## src/rtl/vga_pkg.sv

```systemverilog
// ============================================================================
// vga_pkg : SVGA 800x600@72Hz raster timing constants shared by the generator
// Rev 1.0
// ============================================================================
`default_nettype none

package vga_pkg;

    localparam int HCNT_W = 11;
    localparam int VCNT_W = 10;
    localparam int POS_W  = 10;

    localparam int DEF_H_VIS = 800;
    localparam int DEF_H_FP  = 56;
    localparam int DEF_H_SW  = 120;
    localparam int DEF_H_BP  = 64;
    localparam int DEF_V_VIS = 600;
    localparam int DEF_V_FP  = 37;
    localparam int DEF_V_SW  = 6;
    localparam int DEF_V_BP  = 23;

    localparam int DEF_H_TOT      = DEF_H_VIS + DEF_H_FP + DEF_H_SW + DEF_H_BP;
    localparam int DEF_V_TOT      = DEF_V_VIS + DEF_V_FP + DEF_V_SW + DEF_V_BP;
    localparam int DEF_HS_START   = DEF_H_VIS + DEF_H_FP;
    localparam int DEF_HS_END     = DEF_HS_START + DEF_H_SW;
    localparam int DEF_VS_START   = DEF_V_VIS + DEF_V_FP;
    localparam int DEF_VS_END     = DEF_VS_START + DEF_V_SW;

    // Maps an "inside sync window" flag onto the configured pin polarity.
    function automatic logic sync_level(input logic active, input logic pol);
        return active ? pol : ~pol;
    endfunction

endpackage

`default_nettype wire

```

## src/rtl/mod_counter.sv

```systemverilog
// ============================================================================
// mod_counter : modulo-(MAX+1) up counter with enable and wrap strobe
// Rev 1.0
// ============================================================================
`default_nettype none

module mod_counter #(
    parameter int WIDTH = 11,
    parameter int MAX   = 1039
) (
    input  logic             clk,
    input  logic             rst_n,
    input  logic             en,
    output logic [WIDTH-1:0] cnt,
    output logic             wrap
);

    localparam logic [WIDTH-1:0] CNT_MAX = WIDTH'(MAX);
    localparam logic [WIDTH-1:0] CNT_ONE = WIDTH'(1);

    // wrap is combinational so a cascaded counter steps in the same cycle.
    assign wrap = en && (cnt == CNT_MAX);

    always_ff @(posedge clk or negedge rst_n) begin
        if (!rst_n) begin
            cnt <= '0;
        end else if (en) begin
            cnt <= wrap ? '0 : cnt + CNT_ONE;
        end
    end

endmodule

`default_nettype wire

```

## src/rtl/vga_sync_gen.sv

```systemverilog
// ============================================================================
// vga_sync_gen : raster timing generator (HSYNC/VSYNC, x/y, valid, strobes)
// Rev 1.0
// ============================================================================
`default_nettype none

module vga_sync_gen
    import vga_pkg::*;
#(
    parameter int   H_VIS  = DEF_H_VIS,
    parameter int   H_FP   = DEF_H_FP,
    parameter int   H_SW   = DEF_H_SW,
    parameter int   H_BP   = DEF_H_BP,
    parameter int   V_VIS  = DEF_V_VIS,
    parameter int   V_FP   = DEF_V_FP,
    parameter int   V_SW   = DEF_V_SW,
    parameter int   V_BP   = DEF_V_BP,
    parameter logic HS_POL = 1'b1,
    parameter logic VS_POL = 1'b1
) (
    input  logic             clk50,
    input  logic             rst_n,
    output logic [POS_W-1:0] h_counter,
    output logic [POS_W-1:0] v_counter,
    output logic             hsync,
    output logic             vsync,
    output logic             valid,
    output logic             newline,
    output logic             newframe
);

    localparam int H_TOT = H_VIS + H_FP + H_SW + H_BP;
    localparam int V_TOT = V_VIS + V_FP + V_SW + V_BP;

    localparam logic [HCNT_W-1:0] H_VIS_C    = HCNT_W'(H_VIS);
    localparam logic [HCNT_W-1:0] HS_START_C = HCNT_W'(H_VIS + H_FP);
    localparam logic [HCNT_W-1:0] HS_END_C   = HCNT_W'(H_VIS + H_FP + H_SW);
    localparam logic [VCNT_W-1:0] V_VIS_C    = VCNT_W'(V_VIS);
    localparam logic [VCNT_W-1:0] VS_START_C = VCNT_W'(V_VIS + V_FP);
    localparam logic [VCNT_W-1:0] VS_END_C   = VCNT_W'(V_VIS + V_FP + V_SW);
    localparam logic [POS_W-1:0]  H_SAT_C    = '1;

    logic [HCNT_W-1:0] hcnt;
    logic [VCNT_W-1:0] vcnt;
    logic              h_wrap;
    logic              unused_v_wrap;

    mod_counter #(
        .WIDTH (HCNT_W),
        .MAX   (H_TOT - 1)
    ) u_hcnt (
        .clk   (clk50),
        .rst_n (rst_n),
        .en    (1'b1),
        .cnt   (hcnt),
        .wrap  (h_wrap)
    );

    mod_counter #(
        .WIDTH (VCNT_W),
        .MAX   (V_TOT - 1)
    ) u_vcnt (
        .clk   (clk50),
        .rst_n (rst_n),
        .en    (h_wrap),
        .cnt   (vcnt),
        .wrap  (unused_v_wrap)
    );

    // hcnt never exceeds 2047, so bit 10 alone flags the 1024.. region.
    assign h_counter = hcnt[HCNT_W-1] ? H_SAT_C : hcnt[POS_W-1:0];
    assign v_counter = vcnt;

    assign hsync = sync_level((hcnt >= HS_START_C) && (hcnt < HS_END_C), HS_POL);
    assign vsync = sync_level((vcnt >= VS_START_C) && (vcnt < VS_END_C), VS_POL);

    assign valid    = (hcnt < H_VIS_C) && (vcnt < V_VIS_C);
    assign newline  = (hcnt == '0);
    assign newframe = (hcnt == '0) && (vcnt == '0);

endmodule

`default_nettype wire

```

## config.mk

```make
export PLATFORM = sky130hd
export DESIGN_NAME = vga_sync_gen
export DESIGN_NICKNAME = d
export VERILOG_FILES = /design/src/rtl/vga_pkg.sv /design/src/rtl/mod_counter.sv /design/src/rtl/vga_sync_gen.sv
export SDC_FILE = /design/constraint.sdc
export NUM_CORES = 1
export LEC_CHECK = 0
export CAP_MARGIN = 20
export CELL_PAD_IN_SITES_DETAIL_PLACEMENT = 0
export CELL_PAD_IN_SITES_GLOBAL_PLACEMENT = 2
export CORE_UTILIZATION = 31
export CTS_CLUSTER_DIAMETER = 60
export CTS_CLUSTER_SIZE = 30
export DETAILED_ROUTE_END_ITERATION = 8
export PLACE_DENSITY = 0.86
export SLEW_MARGIN = 20
export SYNTH_ARGS = -nofsm -noshare
export SYNTH_HDL_FRONTEND = slang
export SYNTH_SLANG_ARGS = --single-unit
export TNS_END_PERCENT = 50
```

## constraint.sdc

```tcl
create_clock -name clk50 -period 2.2 [get_ports clk50]
set_input_delay 0.44 -clock clk50 [delete_from_list [all_inputs] [get_ports clk50]]
set_output_delay 0.44 -clock clk50 [all_outputs]
set_load 0.05 [all_outputs]
```

* Yosys cells after proc, flatten, opt, wreduce, memory -nomap -nowiden
Cells that the tools add are included.
** Storage, ports and cells
- Bits in registers :: 21
- Latch bits :: 0
- Bits in writable memories :: 0
- Bits in read-only memories :: 0
- Bits of input ports :: 2
- Output and inout port bits :: 25
- Logic and storage cells :: 24
- Memories kept :: 0
** Cells by class
- $add $sub $neg :: 2
- Multipliers :: 0
- Divide/modulo/power cells :: 0
- Magnitude comparators :: 6
- Equal/unequal tests :: 2
- Shifts and indexed selects :: 0
- Muxes and demuxes :: 5
- Bitwise logic cells :: 0
- Reduce and logical (&&, ||, !) cells :: 7
** Operators by type and width (count)
- 11-bit by 10-bit less-than comparator with 1-bit output, second input constant :: 2
- 10-bit less-than comparator, second input constant :: 2
- 10-bit 2-to-1 mux :: 2
- 11-bit by 1-bit adder with 11-bit output, second input constant :: 1
- 11-bit == test, second input constant :: 1
- 11-bit by 10-bit >= comparator with 1-bit output, second input constant :: 1
- 11-bit zero test :: 1
- 11-bit 2-to-1 mux :: 1
- 10-bit by 1-bit adder with 10-bit output, second input constant :: 1
- 10-bit == test, second input constant :: 1
- 10-bit >= comparator, second input constant :: 1
- 10-bit zero test :: 1
- 1-bit logical AND :: 5
- 1-bit 2-to-1 mux :: 2

* Depth between registers and ports, before layout
- Depth after elaboration :: 3
- Mapped depth :: 7
- Depth with buffers taken out :: 5

* Cells and area by module
From an unflattened synthesis, not the netlist that was laid out.
** Second synthesis, totals
- Cell total of the unflattened synthesis :: 143
- Area total of the unflattened synthesis :: 1340.0 um^2
** Modules (own cells, without submodules)
- mod_counter at u_hcnt :: instances 1, cells an instance 51, area an instance 556.8 um^2, sequential area each 275.3 um^2
- mod_counter at u_vcnt :: instances 1, cells an instance 51, area an instance 541.8 um^2, sequential area each 250.2 um^2
- vga_sync_gen :: instances 1, cells an instance 41, area an instance 241.5 um^2, sequential area each 0.0 um^2

* Worst setup path after synthesis
Ideal clock, no wire load.
- Path kind :: register to output
- Start point :: register u_hcnt.cnt[4]
- End point :: output port newframe
- Arrival time :: 2.519 ns
- Required time :: 1.760 ns
- Path slack :: -0.759 ns
- Stages on the path, launching flop included :: 6
- Buffers on the path :: 1
- Cells stage by stage :: dfrtp_1 buf_6 nor4_4 nand2_1 nor4_2 and4_1
** Between the ends
- Cells in the longest elaborated chain, start to end :: 2
** Ends and longest elaborated chain
- start: declaration :: line mod_counter.sv:14 : output logic [WIDTH-1:0] cnt,
- start signal: assignment :: line mod_counter.sv:28 : cnt <= wrap ? '0 : cnt + CNT_ONE;
- 11-bit zero test
- net newline :: line vga_sync_gen.sv:28 : output logic newline,
- 1-bit logical AND :: line vga_sync_gen.sv:79 : assign newframe = (hcnt == '0) && (vcnt == '0);
- end: declaration :: line vga_sync_gen.sv:29 : output logic newframe
The timed path passes the listed nets, and every way through them passes these cells.

* Final worst setup path
- Start point :: register u_hcnt.cnt[4]
- End point :: output port newframe
** Between the ends
- Cells in the longest elaborated chain, start to end :: 2
** Ends and longest elaborated chain (line)
- 11-bit zero test :: vga_sync_gen.sv:79
- 1-bit logical AND :: vga_sync_gen.sv:79
No other way between the ends.

==> results.yml <==
logic_synthesis:
  ys_top_cells_by_area: "dfrtp_1, ha_1, or2_2, xnor2_1, nand2_1"
  postSynthCellCount: 142
  async_flop_share: 1.00
  synthTopCellsByCount: "dfrtp_1, nand2_1, nor2_1, or2_2"
  ys_seq_area_frac: 0.395
  synth.avg_cell_area_sq_um: 9.38
  synth_most_common_cell: "dfrtp_1"
  syn-cell-area_sq_um: 1330
  syn-num-nets: 150
  yosysTopAreaCell: "dfrtp_1"
  synth-seq-cells: 21
  synth-edff-count: 0
  synth_top_area_share: 0.395
  synthFlopType: "dfrtp_1"
  ys_warn_count: 0
  synth.distinct_cells: 40
setup_path:
  cp_top_family: "simple AND/OR/NAND/NOR gates"
  worstPathMaxFanout: 2
  r2r_setup_slack_ns: 0.22
  cp-end-kind: "primary output"
  cp-start-kind: "flop"
  max_stage_delay_ns: 0.43
  critPathRequiredTime_ns: 1.76
  critical_path_class: "flop to primary output"
  r2r_end: "u_vcnt.cnt[9]$_DFFE_PN0N_"
  worst-path-buf-inv: 1
  cp_cell_sequence: "nor4_4 -> nand2_2 -> nor4_4 -> and4_4 -> buf_12"
  reg2reg_depth: 6
  critPathArrivalTime_ns: 1.75
  slowest_stage: "dfrtp_1"
  r2r-start: "u_hcnt.cnt[4]$_DFF_PN0_"
  cpMostUsedCell: "nor4_4"
min_path:
  hold_path.class: "input pin to asynchronous set/reset pin"
finish:
  n_fill_cell: 397
  area_delta_synth_final_pct: 35.9
  fin_area_sq_um: 1810
  multi_input_area_sq_um: 768
  register_area_sq_um: 532
  diodes: 0
  nets: 185
  layout-drive-gt1-share: 0.341
routing:
  wirelength_um: 3180
  via_per_inst: 5.02
  ant_nets: 0
  wire_per_inst_um: 14.1
  vias: 1135
  drtIter0Drc: 64
  dr.pass1.iters: 4
  drc: 0
placement:
  gp_congestion: 0.861
  placed_area_sq_um: 1710
  dp_hpwl_um: 2320
  port_buffers: 26
  place_ws_ns: 0.111
global_routing:
  grt_max_degree: 22
  grt_pass1_vias: 1147
  antenna_found_initial: 0
  grt_pass1_wl_um: 5550
  gr-total-overflow: 0
  grt.total_usage: 0.162
timing:
  timing.final.crit_share: 0.994
  drv_slew: 0
  fmax_mhz: 457
  setup_violations: 0
  hold_violations: 0
  slew_headroom: 0.664
  clock_skew_ns: 0.00794
  tightestPinTransition_ns: 0.502
  period_needed_ns: 2.19
  setup_ws_ns: 0.0139
  rsz0062_at_grt: "true"
job:
  maxCapViolations: 0
clock_network:
  path_clk_slew_ns: 0.08
  ctsHoldBuffers: 0
  cts_buffer_depth: 2
  clock-sinks: 21
  cts_root_buf: "clkbuf_8"
  cts.htree.levels: 1
  clk_latency_ns: 0.26
  cts_tree: "done"
  cts_buffers: 3
pwr:
  vdd_ir_drop_max_mv: 0.156
  leakagePower_uw: 0.000790
  power.density_nw_per_um2: 361
  power_uw: 652
floorplanning:
  die_y_um: 67.5
  core_area_sq_um: 4060
  die_x_um: 67.5
  die_area_sq_um: 4560
  boundaryPins: 27
  start_util: 0.328
  fp-row-count: 23
status:
  status: "finished clean"
## final cells by class
type                            count  area share
Clock buffer                        3      0.0228
Clock inverter                      1     0.00415
Sequential cell                    21       0.294
Timing Repair Buffer               37       0.205
Inverter                            7      0.0145
Multi-Input combinational cell    107       0.425
Tap cell                           50      0.0346
## sequential cells by signal (all words and copies together) (netlist names)
| register | cells |
|---|---|
| u_hcnt.cnt | 11 |
| u_vcnt.cnt | 10 |
## cell usage in the layout, fill, tap and decap left out, types with 2 or more instances in the layout
cell type and n:
nor3_1 3, o211ai_1 2, xor2_1 5, o21ai_0 3
nor2_1 13, dfrtp_2 5, a31oi_1 2, and4_1 4
ha_1 6, nand3_1 7, and2_1 2, xnor2_1 6
and3_1 3, clkdlybuf4s50_1 11, inv_1 7, or2_2 10
nand2_1 12, nor4_4 2, buf_12 5, nand2_2 2
o21ai_1 2, dfrtp_1 16, clkbuf_8 3, nand4_1 4
buf_4 20, a21oi_1 2
## how the worst max path moves through the flow
stage	cells past startpoint	from	slack, ns	endpoint
floorplan	5	u_hcnt.cnt[4]$_DFF_PN0_	-0.32	newframe
global placement	5	u_hcnt.cnt[8]$_DFF_PN0_	0.17	newframe
detailed placement	5	u_hcnt.cnt[8]$_DFF_PN0_	0.11	newframe
CTS	5	u_hcnt.cnt[9]$_DFF_PN0_	-0.07	newframe
global route	5	u_hcnt.cnt[4]$_DFF_PN0_	-0.06	newframe
finish	5	u_hcnt.cnt[4]$_DFF_PN0_	0.01	newframe
## cell families after synthesis
| logic type | after synthesis | share of synthesized area |
|---|---|---|
| flops | 21 | 0.395 |
| xor+xnor | 11 | 0.0724 |
| compound gates | 18 | 0.0968 |
| simple gates | 71 | 0.311 |
| fa+ha+maj | 6 | 0.0564 |
| buf+inv | 14 | 0.0573 |
| mux | 1 | 0.0113 |
## per-stage QoR
stage,hold WS (ns),setup TNS (ns),util,cells
global placement,0.522,0,0.420,218
global route,0.537,-0.0761,0.446,226
finish,0.528,0,0.446,226
floorplan,0.144,-0.539,-,142
CTS,0.533,-0.0853,0.440,225
detailed placement,0.521,0,0.420,218
## power by group
part,leakage [uW],internal (uW),switching (uW)
clock,0.0000217,128,129
combinational,0.000497,2.73,7.75
sequential,0.000271,386,0
## metal layers
| metal | wire length [um] | track usage |
|---|---|---|
| met1 | 1480 | 0.218 |
| met2 | 1530 | 0.264 |
| met3 | 139 | 0.0287 |
| met4 | 26 | 0.0452 |
| met5 | 0 | 0 |
## repair_timing
action                     in CTS  in global routing
gates resized for setup         4                  6
setup endpoints to repair       2                  4
buffers inserted                3                  1
pin swaps                       4                  3
No activity file was read; power rests on OpenSTA's default activity.
